[src/rtl/serial_frame_pkg.sv]
// Shared state encoding and line-level constants for the serial frame transmitter.
package serial_frame_pkg;

  typedef enum logic [2:0] {
    IDLE   = 3'd0,
    START  = 3'd1,
    DATA   = 3'd2,
    PARITY = 3'd3,
    STOP   = 3'd4,
    GAP    = 3'd5
  } tx_state_t;

  localparam logic START_BIT = 1'b1;
  localparam logic STOP_BIT  = 1'b0;
  localparam logic IDLE_BIT  = 1'b0;

endpackage

[src/rtl/down_counter.sv]
// Loadable down counter that saturates at zero; zero_o flags an exhausted count.
module down_counter #(
  parameter int unsigned Width = 4
) (
  input  logic             clk_i,
  input  logic             rst_ni,
  input  logic             load_i,
  input  logic             en_i,
  input  logic [Width-1:0] load_val_i,
  output logic             zero_o
);

  logic [Width-1:0] cnt_q, cnt_d;

  always_comb begin
    cnt_d = cnt_q;
    if (load_i) begin
      cnt_d = load_val_i;
    end else if (en_i && (cnt_q != '0)) begin
      cnt_d = cnt_q - Width'(1);
    end
  end

  always_ff @(posedge clk_i or negedge rst_ni) begin
    if (!rst_ni) begin
      cnt_q <= '0;
    end else begin
      cnt_q <= cnt_d;
    end
  end

  assign zero_o = (cnt_q == '0);

endmodule

[src/rtl/serial_frame_tx.sv]
// Parallel-to-serial frame transmitter: start bit, MSB-first payload, stop bit, idle gap.
// Define SERIAL_FRAME_TX_PARITY_EN to insert an even-parity bit between payload and stop.
module serial_frame_tx
  import serial_frame_pkg::*;
#(
  parameter int unsigned DATA_W     = 8,
  parameter int unsigned GAP_CYCLES = 2
) (
  input  logic              clk,
  input  logic              reset,
  input  logic              in_valid,
  output logic              in_ready,
  input  logic [DATA_W-1:0] in_data,
  output logic              out_value,
  output logic              out_active,
  output logic              busy
);

  localparam int unsigned BitW    = (DATA_W > 1) ? $clog2(DATA_W) : 1;
  localparam int unsigned GapW    = (GAP_CYCLES > 0) ? $clog2(GAP_CYCLES + 1) : 1;
  localparam int unsigned GapLoad = (GAP_CYCLES > 0) ? GAP_CYCLES - 1 : 0;

  tx_state_t         state_q, state_d;
  logic [DATA_W-1:0] shift_q, shift_d;
  logic              bit_zero, gap_zero;

`ifdef SERIAL_FRAME_TX_PARITY_EN
  // Parity is captured with the word, since the shift register is consumed by the payload.
  logic parity_q, parity_d;

  always_ff @(posedge clk or negedge reset) begin
    if (!reset) begin
      parity_q <= 1'b0;
    end else begin
      parity_q <= parity_d;
    end
  end
`endif

  down_counter #(
    .Width (BitW)
  ) u_bit_cnt (
    .clk_i      (clk),
    .rst_ni     (reset),
    .load_i     (state_q == START),
    .en_i       (state_q == DATA),
    .load_val_i (BitW'(DATA_W - 1)),
    .zero_o     (bit_zero)
  );

  down_counter #(
    .Width (GapW)
  ) u_gap_cnt (
    .clk_i      (clk),
    .rst_ni     (reset),
    .load_i     (state_q == STOP),
    .en_i       (state_q == GAP),
    .load_val_i (GapW'(GapLoad)),
    .zero_o     (gap_zero)
  );

  always_comb begin
    state_d    = state_q;
    shift_d    = shift_q;
    out_value  = IDLE_BIT;
    out_active = 1'b0;
    busy       = 1'b1;
    in_ready   = 1'b0;
`ifdef SERIAL_FRAME_TX_PARITY_EN
    parity_d   = parity_q;
`endif
    case (state_q)
      IDLE: begin
        busy     = 1'b0;
        in_ready = reset;
        if (in_valid && reset) begin
          state_d = START;
          shift_d = in_data;
`ifdef SERIAL_FRAME_TX_PARITY_EN
          parity_d = ^in_data;
`endif
        end
      end
      START: begin
        out_value  = START_BIT;
        out_active = 1'b1;
        state_d    = DATA;
      end
      DATA: begin
        out_value  = shift_q[DATA_W-1];
        out_active = 1'b1;
        shift_d    = shift_q << 1;
        if (bit_zero) begin
`ifdef SERIAL_FRAME_TX_PARITY_EN
          state_d = PARITY;
`else
          state_d = STOP;
`endif
        end
      end
`ifdef SERIAL_FRAME_TX_PARITY_EN
      PARITY: begin
        out_value  = parity_q;
        out_active = 1'b1;
        state_d    = STOP;
      end
`endif
      STOP: begin
        out_value  = STOP_BIT;
        out_active = 1'b1;
        state_d    = (GAP_CYCLES > 0) ? GAP : IDLE;
      end
      GAP: begin
        if (gap_zero) begin
          state_d = IDLE;
        end
      end
      default: begin
        state_d = IDLE;
      end
    endcase
  end

  always_ff @(posedge clk or negedge reset) begin
    if (!reset) begin
      state_q <= IDLE;
      shift_q <= '0;
    end else begin
      state_q <= state_d;
      shift_q <= shift_d;
    end
  end

endmodule

[config.mk]
export PLATFORM = sky130hd
export DESIGN_NAME = serial_frame_tx
export DESIGN_NICKNAME = d
export VERILOG_FILES = /design/src/rtl/serial_frame_pkg.sv /design/src/rtl/down_counter.sv /design/src/rtl/serial_frame_tx.sv
export SDC_FILE = /design/constraint.sdc
export NUM_CORES = 1
export LEC_CHECK = 0
export BUFFER_PORTS_ARGS = -buffer_cell sky130_fd_sc_hd__buf_2
export CORE_AREA = 10 10 59 80
export CTS_BUF_LIST = sky130_fd_sc_hd__clkbuf_8
export DETAILED_ROUTE_END_ITERATION = 16
export DIE_AREA = 0 0 69 90
export SYNTH_ARGS = -nofsm -noshare
export SYNTH_HDL_FRONTEND = slang
export SYNTH_SLANG_ARGS = --single-unit
[constraint.sdc]
create_clock -name clk -period 1.8 [get_ports clk]
set_input_delay 0.09 -clock clk [delete_from_list [all_inputs] [get_ports clk]]
set_output_delay 0.09 -clock clk [all_outputs]
set_load 0.1 [all_outputs]
==> out/metrics.csv <==
stage;metric;value;unit
status;status;complete, no violations;
synthesis;Yosys reg bits;16;
clocking;clock-pin slew of the registers on the worst-case setup and hold paths;60;ps
floorplanning;DIE WIDTH;69;µm
synthesis;Synth Flop Type;dfrtp_1;
finish;multi-input logic area;478;µm²
synthesis;Net Count, Synth;103;
synthesis;Mapped Cells;89;
drt;antenna-violating nets left;0;
finish;Area growth syn-to-layout;25.8;%
sta;unrepaired setup endpoints after global routing;no;
synthesis;Synth Cell Area;950;µm²
finish;final instance area;1190;µm²
worst_setup_path;Critical Path Max Stage Delay;600;ps
drt;Routed WL;2230;µm
sta;highest clock rate;591;MHz
flow_run;Max-Cap Viols;0;
sta;Least-Margin Pin Slew;524;ps
synthesis;Post-synth EDFFs;0;
sta;Slew Limit Fails;0;
worst_setup_path;CP max FO;12;
sta;Period Utilization, post-route;94.0;%
sta;clock skew;3.97;ps
sta;Final setup viols;0;
global_routing;Global Route Usage Sum;6.99;%
finish;# fillers;355;
finish;final cell count without fillers;147;
synthesis;synth cell count leaders;16 x dfrtp_1, 9 x inv_1, 5 x nand3b_1;
global_routing;first-pass GRT wire length;3730;µm
clocking;Sink Count;16;
sta;final hold slack;106;ps
sta;Final Hold Fails;0;
sta;crit path time final;1690;ps
synthesis;Synthesis Warnings;0;
sta;Rel. slew slack;65.1;%
clocking;Worst-Skew Late Latency;250;ps
clocking;CTS tree;done;
worst_setup_path;CP arrival;1600;ps
synthesis;dominant cells by area after synthesis;dfrtp_1 42%, ha_1 4.0%, nand3b_1 4.0%;
clocking;CTS buffer count;3;
worst_setup_path;Worst setup SP type;flop;
worst_setup_path;Worst EP required;1710;ps
global_routing;number of global-route vias before repair;797;
finish;share of cells above drive strength 1;30.8;%
power_and_ir_drop;leakage power;0.000508;µW
global_routing;initial antenna violation count;0;
worst_setup_path;CP Capture Type;primary output;
worst_setup_path;crit-path cells;and2b_1 -> o31a_1 -> buf_12;
global_routing;global route overflow;0;
floorplanning;Starting Density;28.6;%
synthesis;Seq/Total Area, Yosys;42.2;%
clocking;clock root cell;clkbuf_8;
synthesis;top-count cell post-synth;dfrtp_1;
finish;Antenna Cells;0;
synthesis;Synth cell types;36;
floorplanning;io pins;15;
clocking;H-tree levels;1;
synthesis;Synth top area share;42.2;%
drt;DR iter-0 viols;38;
floorplanning;Die ar.;6210;µm²
hold_path;Min-Delay Path Class;input port to flop;
finish;area occupied by registers;402;µm²
place;Post-DP HPWL;1710;µm
floorplanning;Die Y;90;µm
global_routing;largest net degree at the start of global routing;16;
place;# port buffers;14;
synthesis;Syn Area/Cell;10.7;µm²
worst_setup_path;WS Path Type;flop to primary output;
place;placement-stage cell area;1120;µm²
place;placed insts;142;
finish;Net count, final;122;
floorplanning;row count;25;
drt;Pre-Repair DR Iteration Count;4;
synthesis;Async S/R FF share, synth;100;%
clocking;CTS max path bufs;2;
place;RePlAce Congestion;0.744;
floorplanning;Core ar.;3320;µm²
synthesis;area leader, netlist;dfrtp_1;
power_and_ir_drop;PD cells;2000;nW/µm²
worst_setup_path;slowest CP cell;dfrtp_1;
drt;via count;754;
drt;# DRC;0;
power_and_ir_drop;maximum vdd drop;0.923;mV
drt;number of vias per cell;5.13;
drt;wire per inst;15.1;µm
==> worst max-delay path, delay by kind of cell, from the launching register on <==
family / cells / cell delay, ps
and+or+nand+nor: 1 / 270
AOI/OAI and AO/OA: 1 / 320
DFF: 1 / 600
buffers and inverters: 1 / 170
==> placed cells by master, fill, tap and decap left out, drive strengths merged, types with 2 or more instances in the layout <==
cell,synthesis,routed
nand3b,5,5
a21oi,5,5
nor2,2,2
dfrtp,16,16
o21ai,2,2
o221a,4,4
clkbuf,0,4
inv,10,10
buf,5,18
nand2,4,4
o22ai,4,4
ha,3,3
nand2b,3,3
a22o,2,2
a2bb2oi,4,4
o22a,4,4
nand3,2,2
==> state kept, by name, indices dropped and copies added (netlist names) <==
register,flops
u_bit_cnt.cnt_q,3
shift_q,8
u_gap_cnt.cnt_q,2
state_q,3
==> per-layer routing <==
layer / routed length, µm / vias up / track usage [%]
met5: 0 / - / 0
met4: 22 / 0 / 3.54
met3: 105 / 2 / 2.42
met2: 1150 / 10 / 11.6
met1: 949 / 373 / 7.61
li1: - / 369 / -
==> per-stage QoR <==
step | utilization (%) | total power, µW | setup TNS [ps] | setup slack (ps)
CTS | 35.8 | 2400 | 0 | 88.8
floorplan | - | 1660 | -511 | -258
global route | 36.0 | 2540 | 0 | 33.9
global placement | 33.9 | 2040 | 0 | 364
detailed placement | 33.9 | 2080 | 0 | 330
finish | 36.0 | 2390 | 0 | 109
==> layout make-up <==
type | instances | share of cell area (%)
sequential | 16 | 33.6
clock buffer | 4 | 4.61
inverter | 10 | 3.35
timing repair buffer | 19 | 14.2
tap | 40 | 4.19
multi-input combinational | 58 | 40.0
==> power breakdown <==
part | leakage, µW | switching (µW) | total [µW] | internal, µW
sequential | 0.000185 | 156 | 670 | 514
combinational | 0.000293 | 793 | 1400 | 608
clock | 0.0000288 | 124 | 318 | 194
==> final timing paths <==
check | from | endpoint | slack [ps] | depth (start not counted)
max in group asynchronous | reset | state_q[0]$_DFFE_PN0P_ | 1130 | 3
min reg2reg | u_bit_cnt.cnt_q[2]$_DFFE_PN0P_ | u_bit_cnt.cnt_q[2]$_DFFE_PN0P_ | 490 | 1
max reg2reg | state_q[2]$_DFFE_PN0P_ | shift_q[4]$_DFFE_PN0P_ | 300 | 3
min | in_data[0] | shift_q[0]$_DFFE_PN0P_ | 110 | 3
min in group asynchronous | reset | state_q[2]$_DFFE_PN0P_ | 260 | 2
max | state_q[1]$_DFFE_PN0P_ | out_active | 110 | 3
==> what timing repair did <==
item / CTS / global route
setup endpoints to repair: 0 / 1
hold endpoints to repair: 10 / 0
gates resized for setup: 0 / 2
hold buffers: 1 / 0
setup buffers: 0 / 0
==> cells by family (layout without fill, tap and decap cells) <==
logic type	Yosys count	count (layout)	share of synthesized area, %
adder cells (fa/ha/maj)	3	3	3.95
flip-flops	16	16	42.2
buffers and inverters	15	33	8.43
AO/OA/AOI/OAI	31	31	26.6
multiplexers	1	1	1.05
AND/OR/NAND/NOR	23	23	17.8
Note: power is estimated with default switching activity, not from simulation.
